`src/rtl/dm_access_ctrl.sv`:
```
// MEM-stage data-memory front end plus MEM/WB register with load extension.
// Optional alignment faults enabled by defining DM_ALIGN_EXC_EN.
module dm_access_ctrl #(
    parameter int unsigned ADDR_W   = 32,
    parameter logic [31:0] RESET_PC = 32'h0000_3000
) (
    input  logic              clk,
    input  logic              reset,
    input  logic              advance,
    input  logic              flush,
    input  logic [3:0]        mem_type,
    input  logic [ADDR_W-1:0] mem_alu_result,
    input  logic [ADDR_W-1:0] mem_rt_data,
    input  logic [4:0]        mem_rd,
    input  logic              mem_regwrite,
    input  logic [ADDR_W-1:0] mem_pc_plus4,
    output logic [1:0]        dm_op,
    output logic [3:0]        dm_BE,
    output logic [ADDR_W-1:0] dm_addr,
    output logic [ADDR_W-1:0] dm_MemData,
    output logic              dm_MemWrite,
    output logic [ADDR_W-1:0] dm_pc,
    input  logic [ADDR_W-1:0] dm_rdata,
    output logic              wb_regwrite,
    output logic [4:0]        wb_rd,
    output logic [ADDR_W-1:0] wb_data,
    output logic [ADDR_W-1:0] wb_pc,
    output logic [1:0]        wb_exc
);

    localparam int unsigned RD_W   = 5;
    localparam int unsigned TYPE_W = 4;
    localparam int unsigned EXT_H  = ADDR_W - 16;
    localparam int unsigned EXT_B  = ADDR_W - 8;

    localparam logic [TYPE_W-1:0] MT_NONE = 4'd0;
    localparam logic [TYPE_W-1:0] MT_LW   = 4'd1;
    localparam logic [TYPE_W-1:0] MT_LH   = 4'd2;
    localparam logic [TYPE_W-1:0] MT_LHU  = 4'd3;
    localparam logic [TYPE_W-1:0] MT_LB   = 4'd4;
    localparam logic [TYPE_W-1:0] MT_LBU  = 4'd5;
    localparam logic [TYPE_W-1:0] MT_SW   = 4'd8;
    localparam logic [TYPE_W-1:0] MT_SH   = 4'd9;
    localparam logic [TYPE_W-1:0] MT_SB   = 4'd10;

    typedef struct packed {
        logic              regwrite;
        logic [RD_W-1:0]   rd;
        logic [ADDR_W-1:0] pc;
        logic [TYPE_W-1:0] mtype;
        logic [1:0]        a;
        logic [ADDR_W-1:0] payload;
        logic [1:0]        exc;
    } memwb_t;

    memwb_t     memwb_q;
    memwb_t     memwb_d;
    logic [1:0] a;
    logic       is_load;
    logic       is_store;
    logic       ld_fault;
    logic       st_fault;
    logic [3:0] be_raw;

    assign a          = mem_alu_result[1:0];
    assign dm_addr    = mem_alu_result;
    assign dm_MemData = mem_rt_data;
    assign dm_pc      = mem_pc_plus4;

    // Op decode and lane enables for the memory side
    always_comb begin
        is_load  = 1'b0;
        is_store = 1'b0;
        dm_op    = 2'd0;
        be_raw   = 4'b0000;
        case (mem_type)
            MT_LW, MT_LH, MT_LHU, MT_LB, MT_LBU: is_load = 1'b1;
            MT_SW: begin
                is_store = 1'b1;
                be_raw   = 4'b1111;
            end
            MT_SH: begin
                is_store = 1'b1;
                dm_op    = 2'd1;
                be_raw   = a[1] ? 4'b1100 : 4'b0011;
            end
            MT_SB: begin
                is_store = 1'b1;
                dm_op    = 2'd2;
                be_raw   = 4'(4'b0001 << a);
            end
            default: ;
        endcase
    end

`ifdef DM_ALIGN_EXC_EN
    always_comb begin
        ld_fault = 1'b0;
        st_fault = 1'b0;
        case (mem_type)
            MT_LW:         ld_fault = (a != 2'b00);
            MT_LH, MT_LHU: ld_fault = a[0];
            MT_SW:         st_fault = (a != 2'b00);
            MT_SH:         st_fault = a[0];
            default: ;
        endcase
    end
`else
    assign ld_fault = 1'b0;
    assign st_fault = 1'b0;
`endif

    assign dm_BE       = st_fault ? 4'b0000 : be_raw;
    // Gate on advance so a held store is written exactly once
    assign dm_MemWrite = is_store & ~st_fault & advance & ~flush & ~reset;

    always_comb begin
        memwb_d          = '0;
        memwb_d.regwrite = mem_regwrite & ~is_store & ~ld_fault;
        memwb_d.rd       = mem_rd;
        memwb_d.pc       = mem_pc_plus4;
        memwb_d.mtype    = mem_type;
        memwb_d.a        = a;
        memwb_d.payload  = is_load ? dm_rdata : mem_alu_result;
        memwb_d.exc      = {st_fault, ld_fault};
    end

    // MEM/WB register: reset and flush both load a bubble
    always_ff @(posedge clk) begin
        if (reset) begin
            memwb_q       <= '0;
            memwb_q.pc    <= ADDR_W'(RESET_PC);
            memwb_q.mtype <= MT_NONE;
        end else if (advance) begin
            if (flush) begin
                memwb_q       <= '0;
                memwb_q.pc    <= ADDR_W'(RESET_PC);
                memwb_q.mtype <= MT_NONE;
            end else begin
                memwb_q <= memwb_d;
            end
        end
    end

    logic [15:0] half_sel;
    logic [7:0]  byte_sel;

    // Load lane selection and extension in WB
    always_comb begin
        half_sel = memwb_q.a[1] ? memwb_q.payload[31:16] : memwb_q.payload[15:0];
        byte_sel = 8'h00;
        case (memwb_q.a)
            2'd0: byte_sel = memwb_q.payload[7:0];
            2'd1: byte_sel = memwb_q.payload[15:8];
            2'd2: byte_sel = memwb_q.payload[23:16];
            2'd3: byte_sel = memwb_q.payload[31:24];
            default: ;
        endcase
        wb_data = memwb_q.payload;
        case (memwb_q.mtype)
            MT_LH:  wb_data = {{EXT_H{half_sel[15]}}, half_sel};
            MT_LHU: wb_data = {{EXT_H{1'b0}}, half_sel};
            MT_LB:  wb_data = {{EXT_B{byte_sel[7]}}, byte_sel};
            MT_LBU: wb_data = {{EXT_B{1'b0}}, byte_sel};
            default: ;
        endcase
    end

    assign wb_regwrite = memwb_q.regwrite;
    assign wb_rd       = memwb_q.regwrite ? memwb_q.rd : 5'd0;
    assign wb_pc       = memwb_q.pc;
`ifdef DM_ALIGN_EXC_EN
    assign wb_exc      = memwb_q.exc;
`else
    assign wb_exc      = 2'b00 & memwb_q.exc;
`endif

endmodule

```
`config.mk`:
```
export PLATFORM = sky130hd
export DESIGN_NAME = dm_access_ctrl
export DESIGN_NICKNAME = d
export VERILOG_FILES = /design/src/rtl/dm_access_ctrl.sv
export SDC_FILE = /design/constraint.sdc
export NUM_CORES = 1
export LEC_CHECK = 0
export ABC_CLOCK_PERIOD_IN_PS = 2300
export CORE_AREA = 2 2 124 126
export DETAILED_ROUTE_END_ITERATION = 6
export DIE_AREA = 0 0 126 128
export DONT_BUFFER_PORTS = 1
export PLACE_DENSITY = 0.58
export SLEW_MARGIN = 20
export SYNTH_ARGS = -nofsm -noshare
export SYNTH_HDL_FRONTEND = slang
export SYNTH_SLANG_ARGS = --single-unit
```
`constraint.sdc`:
```
create_clock -name clk -period 2.3 [get_ports clk]
set_clock_uncertainty 0.1 [all_clocks]
set_input_delay 0.46 -clock clk [delete_from_list [all_inputs] [get_ports clk]]
set_output_delay 0.46 -clock clk [all_outputs]
set_load 0.02 [all_outputs]
```
==> impl_metrics.toml, run 1 <==
[flow_run]
cap_viol_max_count = 0

[timing]
fin_crit_sh_pct = 107
rsz0062_at_grt = "true"
finalCriticalPeriod_ns = 2.46
whs_ns = 0.0832
maxSlewViolCount = 0
worst_slew_pin_slew_ns = 1.03
fin_ws_ns = -0.163
setup_viol = 32
tns_ns = -4.05
hold_viol_final = 0
relSlewSlack_pct = 31.7
fmax_ghz = 0.406

[placement]
placed_cells = 632
dp_hpwl_um = 10600
gp_congestion = 0.846
io_buffers = 0
post_dp_cell_area_um2 = 4590

[route]
totalWireLength_um = 14800
avgViaCountPerCell = 5.78
wl_met2_um = 6700
first_pass_iters = 5
drt_iter0_drc = 197
drc = 0
wl_per_cell_um = 22.7
vias = 3774
wl_met1_um = 6000
antenna_left = 0
wl_met3_um = 1560
routed.top_layer = "met4"

[floorplan]
chipWidth_um = 126
ioPinCount = 317
dieArea_um2 = 16100
rows = 45
core_area_um2 = 14900
initial_core_util_pct = 34.4
chipHeight_um = 128

[setup_path]
arrival_ns = 1.90
end_kind = "output port"
critical_path.top_delay_family = "compound AO/OA/AOI/OAI gates"
worst-path-buf-inv = 2
slowest_delay_ns = 0.40
rr_worst_depth = 1
critPathLaunchType = "flop"
reg2reg_setup_slack_ns = 1.33
path_cells = "mux2_4 -> a32oi_4 -> buf_6 -> o221ai_1 -> buf_4"
crit_required_ns = 1.74
path_class = "reg2out"
reg2reg_from = "wb_pc[13]$_SDFFE_PP1P_"
slowest_stage = "dfxtp_4"
worstPathMaxFanout = 5
rr_endpoint = "wb_pc[13]$_SDFFE_PP1P_"

[cells_and_area]
stdcell_area_um2 = 5160
final_cell_mix = "nand2_1, dfxtp_1, buf_4"
fin_nets = 602
mostFrequentLayoutCell = "nand2_1"
area_growth_pct = 0.880
post-route-util_pct = 34.7
num_antenna_cells = 0
fin_cells = 653
drive_gt1_share_pct = 35.1

[yosys]
yosys-top-cells-area = "dfxtp_1, buf_4, o211ai_2"
synth_top_area_share_pct = 29.7
post_synth.cell_area_avg_um2 = 9.04
synth-main-ff-cell = "dfxtp_1"
async_reset_ff_share_pct = 0
yosysSeqAreaShare_pct = 29.7
netlist-cell-type-count = 46
synth_warnings = 0
synthCells = 566
ys_seq_elements = 76
yosysTopAreaCell = "dfxtp_1"
synth-edff-count = 0
syn-cell-area_um2 = 5120

[clocking]
cts_tree = "yes"
clkSlewWorstSetupHoldPaths_ns = 0.06
cts_root_buffer = "clkbuf_16"
clk_path_buf_depth = 2
cts.htree.levels = 3
cts_buffers = 9
clock_latency_ns = 0.33
clock-sinks = 76

[status]
status = "finished, violations left"
failed_checks = "negative setup slack"

[global_routing]
grt_max_degree = 79
grt_pass1_vias = 3677
track_usage_pct = 17.8
grt_pass1_wl_um = 21800
overflow = 0
antenna_found_initial = 0

[power_and_ir_drop]
powerDensity_nw_per_um2 = 713
max-vdd-ir-drop_mv = 0.349
p_leak_nw = 1.96

[hold_path]
hp-class = "in2reg"
hold_end = "wb_regwrite$_SDFFE_PP0P_"
min_path_cells = 1
hold_start = "reset"
[Yosys cell counts, drive strengths merged, types with 2 or more instances]
master	n
and2	14
mux2	3
a21o	4
nand2b	10
o221ai	9
nand2	78
a221o	7
nor2	3
a22o	39
o32a	3
clkbuf	29
dfxtp	76
buf	149
inv	13
mux4	7
nand4	32
a311oi	16
o21ai	2
or2	2
a21oi	23
nor3b	4
o211ai	32
[routing by layer]
layer	GRT usage (%)	up-vias
li1	-	1691
met1	22.2	1796
met2	27.0	239
met3	6.84	48
met4	8.99	0
met5	0	-
[cell families after synthesis]
kind of cell | share of synthesized area [%]
buffers and inverters | 25.5
AND/OR/NAND/NOR | 15.1
AO/OA/AOI/OAI | 25.5
flip-flops | 29.7
multiplexers | 3.81
XOR/XNOR | 0.318
other | 0.0733
[timing repair]
action | CTS | global route
setup buffers | 4 | 0
pin swaps | 10 | 1
resized for setup | 23 | 18
setup endpoints to repair | 32 | 32
hold buffers | 0 | 0
gates cloned | 1 | 0
[where the power goes]
part / total (mW) / switching [mW] / internal, mW
clock: 1.68 / 0.560 / 1.12
sequential: 1.46 / 0.0905 / 1.37
combinational: 0.536 / 0.310 / 0.226
[sequential cells by signal, indices dropped and copies added (netlist names)]
signal and count:
memwb_q 43, wb_pc 32, wb_regwrite 1
[final cells by class]
class	instances	area (µm²)
timing repair buffer	60	548
clock buffer	11	253
tap	188	235
clock inverter	5	108
inverter	13	48.8
sequential	76	1530
multi-input combinational	300	2440
fill	1514	9700
[stage by stage]
step	total power, mW	setup slack [ns]
after global routing	3.82	-0.219
after floorplan	2.11	0.0955
after detailed placement	1.99	-0.0518
after global placement	1.98	0.0260
after CTS	3.71	-0.161
final	3.68	-0.163
[how the worst max path moves through the flow]
stage | startpoint | end | slack [ns] | cells after the start
3_5_place_dp | memwb_q[37]$_SDFFE_PP0P_ | wb_data[25] | -0.05 | 4
3_3_place_gp | memwb_q[34]$_SDFFE_PP0P_ | wb_data[10] | 0.03 | 5
5_1_grt | memwb_q[34]$_SDFFE_PP0P_ | wb_data[13] | -0.22 | 5
6_report | memwb_q[34]$_SDFFE_PP0P_ | wb_data[13] | -0.16 | 5
2_1_floorplan | memwb_q[38]$_SDFFE_PP0P_ | wb_data[25] | 0.1 | 4
4_1_cts | memwb_q[34]$_SDFFE_PP0P_ | wb_data[10] | -0.16 | 5
(Power assumes the default switching activity.)
==> run 2: changes to the inputs <==
Settings changed: HOLD_SLACK_MARGIN set to 0.15.
==> run 2 against run 1 <==
Compared with the run above: the run still ends with negative setup slack left; cell count rose by 6.3%; utilization rose by 2.7 points; via count rose by 5.6%; combinational power rose by 11%; sequential share of layout area fell by 2.2 points; critical path type unchanged; highest routed layer unchanged.
==> impl_metrics.toml, run 2 (synthesis gave the netlist of run 1 again) <==
[setup_path]
arrival_ns = 1.91
worstPathMaxFanout = 7
reg2reg_setup_slack_ns = 1.33
path_class = "reg2out"
critPathLaunchType = "flop"
reg2reg_from = "wb_regwrite$_SDFFE_PP0P_"
critical_path.top_delay_family = "multiplexers"
end_kind = "output port"
rr_worst_depth = 2
slowest_delay_ns = 0.50
path_cells = "buf_12 -> mux4_2 -> and2_4 -> a221o_1"
rr_endpoint = "wb_regwrite$_SDFFE_PP0P_"
crit_required_ns = 1.74
worst-path-buf-inv = 1
slowest_stage = "mux4_2"

[cells_and_area]
regMostFlops = "memwb_q"
mostFrequentLayoutCell = "nand2_1"
seqCellArea_um2 = 1530
area_growth_pct = 8.75
post-route-util_pct = 37.4
drive_gt1_share_pct = 32.3
multiInputGateArea_um2 = 2440
stdcell_area_um2 = 5570
fill_cells = 1483
largest_reg_flops = 43
fin_nets = 642
final_cell_mix = "nand2_1, dfxtp_1, buf_4"

[timing]
rsz0062_at_grt = "true"
worst_slew_pin_slew_ns = 1.02
fin_ws_ns = -0.166
hold_viol_final = 0
setup_viol = 32
fin_crit_sh_pct = 107
fmax_ghz = 0.406
maxSlewViolCount = 0
finalCriticalPeriod_ns = 2.47
relSlewSlack_pct = 32.2

[route]
wl_met1_um = 6250
drc = 0
avgViaCountPerCell = 5.74
wl_per_cell_um = 22.2
antenna_left = 0
wl_met2_um = 7090
first_pass_iters = 4
totalWireLength_um = 15400
routed.top_layer = "met4"
wl_met3_um = 1450
drt_iter0_drc = 194
vias = 3985

[global_routing]
antenna_found_initial = 1
overflow = 0
track_usage_pct = 18.4
grt_pass1_wl_um = 22500
grt_max_degree = 79
grt_pass1_vias = 3876

[power_and_ir_drop]
p_leak_nw = 2.13
powerDensity_nw_per_um2 = 673
switching_share_pct = 26.1
power_frac_seq_pct = 39.1
pwr-share-clk_pct = 45.0
combPwrFrac_pct = 15.9
p_sw_mw = 0.980
p_int_mw = 2.77
max-vdd-ir-drop_mv = 0.352

[placement]
io_buffers = 0
dp_slack_ns = -0.0518
post_dp_cell_area_um2 = 4590
dp_hpwl_um = 10600
gp_congestion = 0.846

[status]
failed_checks = "negative setup slack"
status = "finished, violations left"

[clocking]
clock_latency_ns = 0.34
clock-sinks = 76
cts_buffers = 9
clk_path_buf_depth = 2
clkSlewWorstSetupHoldPaths_ns = 0.06
cts.htree.levels = 3
cts_tree = "yes"
cts_root_buffer = "clkbuf_16"

[floorplan]
dieArea_um2 = 16100
ioPinCount = 317
chipHeight_um = 128
initial_core_util_pct = 34.4
chipWidth_um = 126
core_area_um2 = 14900
rows = 45

[hold_path]
min_path_cells = 1
hp-class = "in2reg"
hold_end = "wb_pc[12]$_SDFFE_PP1P_"
hold_start = "advance"

[flow_run]
cap_viol_max_count = 0
run 2: cell types whose count changed in the layout (fill, tap and decap cells not counted):
cell           before  now
diode_2             0    1
dlygate4sd3_1       0   40
run 2: through the flow:
| stage | power [mW] | std cells | hold WS, ns | setup TNS (ns) |
|---|---|---|---|---|
| 6_report | 3.75 | 694 | 0.170 | -4.32 |
| 5_1_grt | 3.89 | 694 | 0.156 | -6.20 |
| 4_1_cts | 3.77 | 692 | 0.155 | -4.46 |
| 3_5_place_dp | 1.99 | 632 | 0.359 | -0.519 |
| 3_3_place_gp | 1.98 | 632 | 0.351 | 0 |
| 2_1_floorplan | 2.11 | 567 | 0.334 | 0 |
run 2: worst max path at each step:
stage	slack, ns	endpoint	from	cells after the start
after CTS	-0.16	wb_data[10]	memwb_q[34]$_SDFFE_PP0P_	5
after global placement	0.03	wb_data[10]	memwb_q[34]$_SDFFE_PP0P_	5
final	-0.17	wb_data[1]	memwb_q[34]$_SDFFE_PP0P_	4
after detailed placement	-0.05	wb_data[25]	memwb_q[37]$_SDFFE_PP0P_	4
after floorplan	0.1	wb_data[25]	memwb_q[38]$_SDFFE_PP0P_	4
after global routing	-0.22	wb_data[13]	memwb_q[34]$_SDFFE_PP0P_	5
run 2: layout make-up:
class	instances	share of cell area, %
Multi-Input combinational cell	300	43.8
Sequential cell	76	27.6
Timing Repair Buffer	100	17.0
Clock buffer	11	4.54
Tap cell	188	4.23
Clock inverter	5	1.93
Inverter	13	0.877
Antenna cell	1	0.0450
run 2: worst register-to-register path, cell delays in order, from the launching register on:
cell and delay, ns:
dfxtp_1 0.57, nand2b_1 0.11, a21oi_1 0.13
run 2: layer usage:
metal	vias up	global-route usage [%]
met1	1916	22.4
li1	1779	-
met2	236	28.6
met4	0	9.11
met3	54	6.76
met5	-	0
run 2: power by group through the flow:
stage	sequential (mW)	clock [mW]	combinational (mW)
5_1_grt	1.47	1.78	0.634
3_5_place_dp	1.49	0	0.502
6_report	1.47	1.69	0.595
3_3_place_gp	1.49	0	0.491
2_1_floorplan	1.44	0	0.676
4_1_cts	1.46	1.73	0.580
run 2: what timing repair did:
| item | in CTS | in global routing |
|---|---|---|
| gates cloned | 1 | 0 |
| hold buffers | 39 | 1 |
| buffers inserted | 4 | 0 |
| pin swaps | 10 | 1 |
| setup endpoints to repair | 32 | 32 |
| gates resized for setup | 23 | 18 |
| hold endpoints to repair | 39 | 1 |
